<file path="src/rtl/cdc_fifo_pkg.sv">
// cdc_fifo_pkg: shared types and sizing helpers for the FIFO read-side arbiter
package cdc_fifo_pkg;
   typedef enum logic {ARB_IDLE, ARB_LOCKED} arb_state_e;
   function automatic int CH_W(input int n);
      return ($clog2(n) < 1) ? 1 : $clog2(n);
   endfunction
endpackage

</file>
<file path="src/rtl/round_robin_picker.sv">
// round_robin_picker: first set request bit after base, wrapping around
module round_robin_picker import cdc_fifo_pkg::*; #(
   parameter int CHANNELS = 4
) (
   input  logic [CHANNELS-1:0]        request,
   input  logic [CH_W(CHANNELS)-1:0]  base,
   output logic                       found,
   output logic [CH_W(CHANNELS)-1:0]  index
);
   localparam int CW = CH_W(CHANNELS);
   logic [CW-1:0] w_idx;
   // scan farthest-first so the nearest hit after base overwrites the rest
   always_comb begin
      found = 1'b0;
      index = '0;
      w_idx = '0;
      for (int k = CHANNELS; k >= 1; k--) begin
         w_idx = CW'((int'(base) + k) % CHANNELS);
         if (request[w_idx]) begin
            found = 1'b1;
            index = w_idx;
         end
      end
   end
endmodule

</file>
<file path="src/rtl/cdc_fifo_read_arbiter.sv">
// cdc_fifo_read_arbiter: round-robin, burst-limited pop scheduler over several FIFOs into one stream
module cdc_fifo_read_arbiter import cdc_fifo_pkg::*; #(
   parameter int CHANNELS   = 4,
   parameter int DATA_WIDTH = 8,
   parameter int BURST_MAX  = 4
) (
   input  logic                           clock,
   input  logic                           reset,
   input  logic [CHANNELS-1:0]            empty,
   input  logic [CHANNELS*DATA_WIDTH-1:0] read_data,
   output logic [CHANNELS-1:0]            increment,
   output logic                           out_valid,
   input  logic                           out_ready,
   output logic [DATA_WIDTH-1:0]          out_data,
   output logic [CH_W(CHANNELS)-1:0]      out_channel
);
   localparam int CW = CH_W(CHANNELS);
   localparam int BW = $clog2(BURST_MAX + 1);
   arb_state_e            r_state;
   logic [CW-1:0]         r_owner;
   logic [CW-1:0]         r_last;
   logic [BW-1:0]         r_count;
   logic                  r_valid;
   logic [DATA_WIDTH-1:0] r_data;
   logic [CW-1:0]         r_channel;
   logic                  w_load;
   logic                  w_hold_owner;
   logic                  w_found;
   logic                  w_pop;
   logic                  w_burst_done;
   logic [CW-1:0]         w_base;
   logic [CW-1:0]         w_pick;
   logic [CW-1:0]         w_cand;
   logic [BW-1:0]         w_next_count;
   assign w_load       = !r_valid || out_ready;
   assign w_hold_owner = (r_state == ARB_LOCKED) && !empty[r_owner];
   assign w_base       = (r_state == ARB_LOCKED) ? r_owner : r_last;
   round_robin_picker #(.CHANNELS(CHANNELS)) u_picker (
      .request(~empty),
      .base   (w_base),
      .found  (w_found),
      .index  (w_pick)
   );
   assign w_cand       = w_hold_owner ? r_owner : w_pick;
   assign w_pop        = w_load && (w_hold_owner || w_found) && !reset;
   assign increment    = w_pop ? (CHANNELS'(1) << w_cand) : '0;
   assign w_next_count = r_count + BW'(1);
   assign w_burst_done = w_next_count == BW'(BURST_MAX);
   assign out_valid    = r_valid;
   assign out_data     = r_data;
   assign out_channel  = r_channel;
   always_ff @(posedge clock or posedge reset) begin
      if (reset) begin
         r_state   <= ARB_IDLE;
         r_owner   <= '0;
         r_last    <= CW'(CHANNELS - 1);
         r_count   <= '0;
         r_valid   <= 1'b0;
         r_data    <= '0;
         r_channel <= '0;
      end else if (w_pop) begin
         r_valid   <= 1'b1;
         r_data    <= read_data[w_cand*DATA_WIDTH +: DATA_WIDTH];
         r_channel <= w_cand;
         r_last    <= w_cand;
         if (w_hold_owner) begin
            r_count <= w_burst_done ? '0 : w_next_count;
            r_state <= w_burst_done ? ARB_IDLE : ARB_LOCKED;
         end else begin
            r_owner <= w_cand;
            r_count <= (BURST_MAX == 1) ? '0 : BW'(1);
            r_state <= (BURST_MAX == 1) ? ARB_IDLE : ARB_LOCKED;
         end
      end else if (w_load) begin
         // loading with nothing to pop: every channel is empty, so drop any lock
         r_valid <= 1'b0;
         r_state <= ARB_IDLE;
         r_count <= '0;
      end
   end
endmodule

</file>
<file path="config.mk">
export PLATFORM = sky130hd
export DESIGN_NAME = cdc_fifo_read_arbiter
export DESIGN_NICKNAME = d
export VERILOG_FILES = /design/src/rtl/cdc_fifo_pkg.sv /design/src/rtl/round_robin_picker.sv /design/src/rtl/cdc_fifo_read_arbiter.sv
export SDC_FILE = /design/constraint.sdc
export NUM_CORES = 1
export LEC_CHECK = 0
export CORE_MARGIN = 2
export CORE_UTILIZATION = 40
export CTS_BUF_LIST = sky130_fd_sc_hd__clkbuf_8
export DETAILED_ROUTE_END_ITERATION = 8
export PLACE_DENSITY = 0.75
export SLEW_MARGIN = 10
export SYNTH_ARGS = -nofsm -noshare
export SYNTH_HDL_FRONTEND = slang
export SYNTH_SLANG_ARGS = --single-unit
</file>
<file path="constraint.sdc">
create_clock -name clock -period 3.7 [get_ports clock]
set_input_delay 0.37 -clock clock [delete_from_list [all_inputs] [get_ports clock]]
set_output_delay 0.37 -clock clock [all_outputs]
set_load 0.02 [all_outputs]
</file>
==> metrics.md, run 1 <==
| Metric | Value |
|---|---|
| Outcome | completed |
| Pwr/cell area | roughly 630 nW/um^2 |
| Post-synthesis sequential area ratio | between 30% and 40% |
| Largest family of logic cells by synthesized area | compound AO/OA/AOI/OAI gates |
| Final WL | 3630 um |
| Vias in the first global route | between 1000 and 1500 |
| Setup crit start | empty[3] |
| Critical-path cell list | clkdlybuf4s50_1 -> nor2_1 -> a21oi_1 -> and2_1 -> a21o_1 -> nand2_1 -> nor2_1 -> clkdlybuf4s50_1 |
| Max-Slew Margin vs Limit | between 50% and 60% |
| Post-DR wirelength/cell | 15.1 um |
| Simple-Gate Fraction of Synth Area | 17.7% |
| Antenna violations before repair | 0 |
| Grt ovf | 0 |
| Compound-cell area share of the yosys netlist | 25.8% |
| Fin Setup TNS | 0 ns |
| RR Startpoint | r_owner[0] |
| Final antenna-violating net count | 0 |
| Number of port buffers | 53 |
| Post-synth top area share | about a third |
| VDD IR max | 0.388 mV |
| Synthesized Nets | 184 |
| Worst R2R Path Depth | 7 |
| Top Ports | 54 |
| Global placement routability congestion | roughly 0.9 |
| Ys async rst share | 100% |
| Maximum clock rate | ~300 MHz |
| Tightest Hold Check Type | flip-flop to flip-flop |
| Synthesis-to-finish area growth | 46.8% |
| Syn Area/Cell | 9.27 um^2 |
| Critical path's slowest cell | clkdlybuf4s50_1 |
| Largest net degree at the start of global routing | 22 |
| Share of cells above drive strength 1 | 8.12% |
| Root buffer cell | clkbuf_8 |
| TritonCTS buffer count | 3 |
| Vias/cell | around 5.5 |
| Pre-antenna DRT Iters | 4 |
| Quantity of gates resized following cts | 0 |
| EDFF count, synth | 0 |
| DR vias | roughly 1300 |
| Total power | between 1000 and 1500 uW |
| Initial DRC Count | between 90 and 100 |
| Synth cell types | 37 |
| Synth top cells by count | dfrtp_1 (17), nand2_1 (16), mux2i_1 (15), nor2_1 (15), o21ai_0 (7) |
| Post-CTS Setup Bufs | 0 |
| Most used DFF post-synth | dfrtp_1 |
| Die Wd | just over 60 um |
| CP peak stage delay | 0.62 ns |
| Tcrit/Tclk final | 89.4% |
| Minimum clock period | ~3.3 ns |
| Clk sinks | 19 |
| Startpoint type of the worst setup path | input pin |
| First-pass GRT wire length | slightly below 6000 um |
| Post-synthesis adder-cell area fraction | around 2.9% |
| Reg clk slew, reported paths | 0.07 ns |
| Skew-Pair Late Insertion Delay | between 0.2 and 0.3 ns |
| GRT Util Overall | between 20% and 30% |
| Final setup vio count | 0 |
| R2R Setup Slk | 1.34 ns |
| Xor/xnor cell area share of the yosys netlist | 0% |
| Critical-path maximum fanout | 9 |
| Worst Path Arrival | around 3 ns |
| Yosys top cell by area | dfrtp_1 |
| CP Class | input pin to output pin |
| Data required, critical path | between 3 and 4 ns |
| Layout Skew | 0.00343 ns |
| RSZ-0062 raised after global routing | false |
| Worst Setup End Kind | output pin |
| DRC viols | 0 |
| Final Hold Viols | 0 |
| Clock Tree Buf Depth | 2 |
| Core Region | 3100 um^2 |
| Post-CTS Hold Fix Bufs | 0 |
| Worst Max-Slew Pin Slew | ~0.65 ns |
| NumNets Final | 240 |
| FP Rows | 20 |
| Ys Warns | 0 |
| Yosys reg bits | 19 |
| Die height | 61.4 um |
| Mapped cell area | 1320 um^2 |
| Worst Hold End | r_last[1] |
| Leak | 0.000842 uW |
| Hold path startpoint | r_last[1] |
| Syn Inst Count | 142 |
| Mux contribution to synthesized area | 12.5% |
| Initial core utilization | a little over two fifths |
| N_diodes | 0 |
| CTS tree | done |
| Detailed Place HPWL | roughly 2900 um |
| Top-count cell post-synth | dfrtp_1 |
| Die area | roughly 3800 um^2 |
| Max-cap violations | 0 |
| Top cells by area, synth | dfrtp_1 (32%), mux2i_1 (11%), nand2_1 (4.6%) |
| H-tree depth | 1 |
| Max Slew Vio Count | 0 |
| Hold path depth | 2 |
| Worst r2r dst | out_data[0] |
==> critical path, delay by kind of cell <==
kind	cells	cell delay (ns)
simple gates	4	0.68
compound gates	2	0.69
buf+inv	2	1.20
==> flip-flops by register name, indices dropped and copies added, names as in the netlist <==
signal / cells
r_owner: 2
out_data: 8
out_valid: 1
r_last: 2
r_state: 1
out_channel: 2
r_count: 3
==> routing by layer <==
layer	part of all wire (%)	global-route usage, %
met1	41	27.5
met2	48	34.5
met3	9.0	4.83
met4	2.1	9.73
met5	0	0
==> cell families after synthesis <==
logic type,after synthesis
and+or+nand+nor,50
AOI/OAI and AO/OA,43
DFF,19
muxes,16
buffers and inverters,11
adders and majority gates,3
==> through the flow <==
stage                     hold WS (ns)  setup WS, ns  instance area (um^2)  utilization (%)  instances
after floorplan                  0.342          1.24                  1320                -        142
after global placement           0.463         0.519                  1880             60.7        237
after detailed placement         0.475         0.418                  1880             60.7        237
after CTS                        0.487         0.395                  1930             62.3        241
after global routing             0.506         0.206                  1930             62.3        241
final                            0.486         0.393                  1930             62.3        241
==> cell usage in the layout (no fill, tap or decap), drive strengths merged, types with 5 or more instances in the layout <==
master / instances
a21o: 5
a21oi: 7
clkdlybuf4s50: 53
dfrtp: 17
inv: 6
mux2i: 15
nand2: 16
nand3: 6
nor2: 15
o21ai: 7
o221ai: 6
==> cell type report <==
type / instances / area (um^2)
clock buffers: 3 / 41.3
clock inverters: 1 / 7.51
fillers: 281 / 1170
inverters: 6 / 22.5
multi-input cells: 112 / 774
flip-flops and latches: 19 / 478
well taps: 44 / 55.1
repair buffers: 56 / 553
==> worst max-delay path by stage <==
stage,endpoint,slack (ns),cells past startpoint
after floorplan,increment[1],1.24,8
after global placement,increment[1],0.52,8
after detailed placement,increment[3],0.42,8
after CTS,increment[3],0.40,8
after global routing,increment[3],0.21,8
final,increment[0],0.39,8
==> report_power, final <==
| group | internal, uW | switching [uW] |
|---|---|---|
| Sequential | 292 | 71.0 |
| Clock | 75.8 | 70.2 |
| Combinational | 341 | 368 |
Power figures use the tool's default switching activity.
==> inputs of run 2 (changes only) <==
MAX_ROUTING_LAYER = met4   (was default)
==> run 2 against run 1 <==
  * Total power barely moved
  * Non-clock buffer count unchanged
  * Critical path depth stayed put
  * Flip-flop and latch count is the same
  * Largest cell class unchanged
  * Largest power group unchanged
==> metrics.md, run 2 (synthesis results as in run 1) <==
| Metric | Value |
|---|---|
| Post-CTS Setup Bufs | 0 (unchanged) |
| Hold path depth | 1 (-1) |
| Data required, critical path | 3.33 ns (about the same) |
| Pre-antenna DRT Iters | 4 (unchanged) |
| Worst R2R Path Depth | 7 (unchanged) |
| RSZ-0062 raised after global routing | false |
| Reg clk slew, reported paths | 0.07 ns (about the same) |
| Finished Layout Cells | 241 (unchanged) |
| Outcome | completed |
| Grt ovf | 0 (unchanged) |
| Tcrit/Tclk final | 89.5% (about the same) |
| Max-cap violations | 0 (unchanged) |
| Quantity of gates resized following cts | 0 (unchanged) |
| Die area | 3770 um^2 (unchanged) |
| Leak | 0.000842 uW (unchanged) |
| Synthesis-to-finish area growth | 46.8% (unchanged) |
| Root buffer cell | clkbuf_8 |
| Worst Setup End Kind | output pin |
| VDD IR max | 0.388 mV (-0.18%) |
| Antenna violations before repair | 0 (unchanged) |
| Clk sinks | 19 (unchanged) |
| Startpoint type of the worst setup path | input pin |
| DR vias | 1334 (+0.60%) |
| RR Startpoint | r_owner[0] |
| Maximum clock rate | 302 MHz (about the same) |
| Fin util | 62.3% (unchanged) |
| Fin Setup TNS | 0 ns (unchanged) |
| Most common cell after layout, fill and taps aside | clkdlybuf4s50_1 |
| Detailed Place HPWL | 2860 um (unchanged) |
| First-pass GRT wire length | 5920 um (unchanged) |
| Final WL | 3630 um (-0.14%) |
| Total power | 1220 uW (about the same) |
| Critical-path maximum fanout | 9 (unchanged) |
| Pwr/cell area | 630 nW/um^2 (about the same) |
| FP Rows | 20 (unchanged) |
| Worst hold slack | 0.486 ns (+0.000143 ns) |
| NumNets Final | 240 (unchanged) |
| Share of cells above drive strength 1 | 8.12% (unchanged) |
| R2R Setup Slk | 1.33 ns (about the same) |
| Die height | 61.4 um (unchanged) |
| Post-DR wirelength/cell | 15.0 um (-0.14%) |
| GRT Util Overall | 22.0% (+0.63 points) |
| Clock Tree Buf Depth | 2 (unchanged) |
| Die Wd | 61.4 um (unchanged) |
| Number of port buffers | 53 (unchanged) |
| Max Slew Vio Count | 0 (unchanged) |
| H-tree depth | 1 (unchanged) |
| Final antenna-violating net count | 0 (unchanged) |
| N_diodes | 0 (unchanged) |
| Hold path startpoint | out_channel[0] |
| Initial core utilization | 42.4% (unchanged) |
| Number of flip-flops under the largest register name | 8 (unchanged) |
| Core Region | 3100 um^2 (unchanged) |
| Layout Skew | 0.00283 ns (-0.000595 ns) |
| Global placement routability congestion | 0.908 (+1.7%) |
| Most frequent cells in the layout | clkdlybuf4s50_1 (53), dfrtp_1 (17), nand2_1 (16) |
| Vias in the first global route | 1366 (+0.22%) |
| CP Class | input pin to output pin |
| Minimum clock period | 3.31 ns (+0.00320 ns) |
| Top Ports | 54 (unchanged) |
| Worst r2r dst | out_data[0] |
| CTS tree | done |
| Critical path's slowest cell | clkdlybuf4s50_1 |
| Final setup vio count | 0 (unchanged) |
| Worst Max-Slew Pin Slew | 0.648 ns (-0.00422 ns) |
| Tightest Hold Check Type | flip-flop to flip-flop |
| Vias/cell | 5.54 (+0.60%) |
| Final Hold Viols | 0 (unchanged) |
| Worst Path Arrival | 2.94 ns (about the same) |
| CP peak stage delay | 0.62 ns (about the same) |
| Largest net degree at the start of global routing | 22 (unchanged) |
| DRC viols | 0 (unchanged) |
| Critical-path cell list | clkdlybuf4s50_1 -> nor2_1 -> a21oi_1 -> and2_1 -> a21o_1 -> nand2_1 -> nor2_1 -> clkdlybuf4s50_1 |
| Post-CTS Hold Fix Bufs | 0 (unchanged) |
| Inst Count DP | 237 (unchanged) |
| Skew-Pair Late Insertion Delay | 0.25 ns (about the same) |
| TritonCTS buffer count | 3 (unchanged) |
| Worst Hold End | out_channel[0] |
| Max-Slew Margin vs Limit | 56.8% (+0.28 points) |
| Initial DRC Count | 95 (+1.1%) |
[run 2: stage by stage]
stage	cell area, um^2	setup slack, ns
after floorplan	1320	1.24
after global placement	1880	0.519
after detailed placement	1880	0.418
after CTS	1930	0.395
after global routing	1930	0.206
final	1930	0.390
[run 2: worst max-delay path by stage]
stage          startpoint           end  slack (ns)  cells after the start
4_1_cts          empty[3]  increment[3]        0.40                      8
3_3_place_gp     empty[3]  increment[1]        0.52                      8
2_1_floorplan     r_state  increment[1]        1.24                      8
3_5_place_dp     empty[3]  increment[3]        0.42                      8
6_report         empty[3]  increment[0]        0.39                      8
5_1_grt          empty[3]  increment[3]        0.21                      8
[run 2: area by class of cell]
type	count	area, um^2
inverter	6	22.5
clock buffer	3	41.3
sequential	19	478
timing repair buffer	56	553
tap	44	55.1
multi-input combinational	112	774
clock inverter	1	7.51
fill	281	1170
[run 2: metal layers]
| layer | routed length (um) | vias to the layer above | global-route usage [%] |
|---|---|---|---|
| li1 | - | 636 | - |
| met2 | 1740 | 73 | 34.5 |
| met3 | 313 | 10 | 4.62 |
| met5 | 0 | - | - |
| met4 | 82 | 0 | 9.73 |
| met1 | 1490 | 615 | 27.5 |
[run 2: report_power, final]
group / leakage, uW / internal (uW) / switching, uW / total [uW]
registers: 0.000227 / 292 / 71.0 / 363
logic: 0.000593 / 341 / 368 / 709
clock network: 0.0000217 / 75.8 / 69.8 / 146
[run 2: critical path: cells and delay by family]
family	cells	cell delay (ns)
AOI/OAI and AO/OA	2	0.69
buffers and inverters	2	1.20
and+or+nand+nor	4	0.68
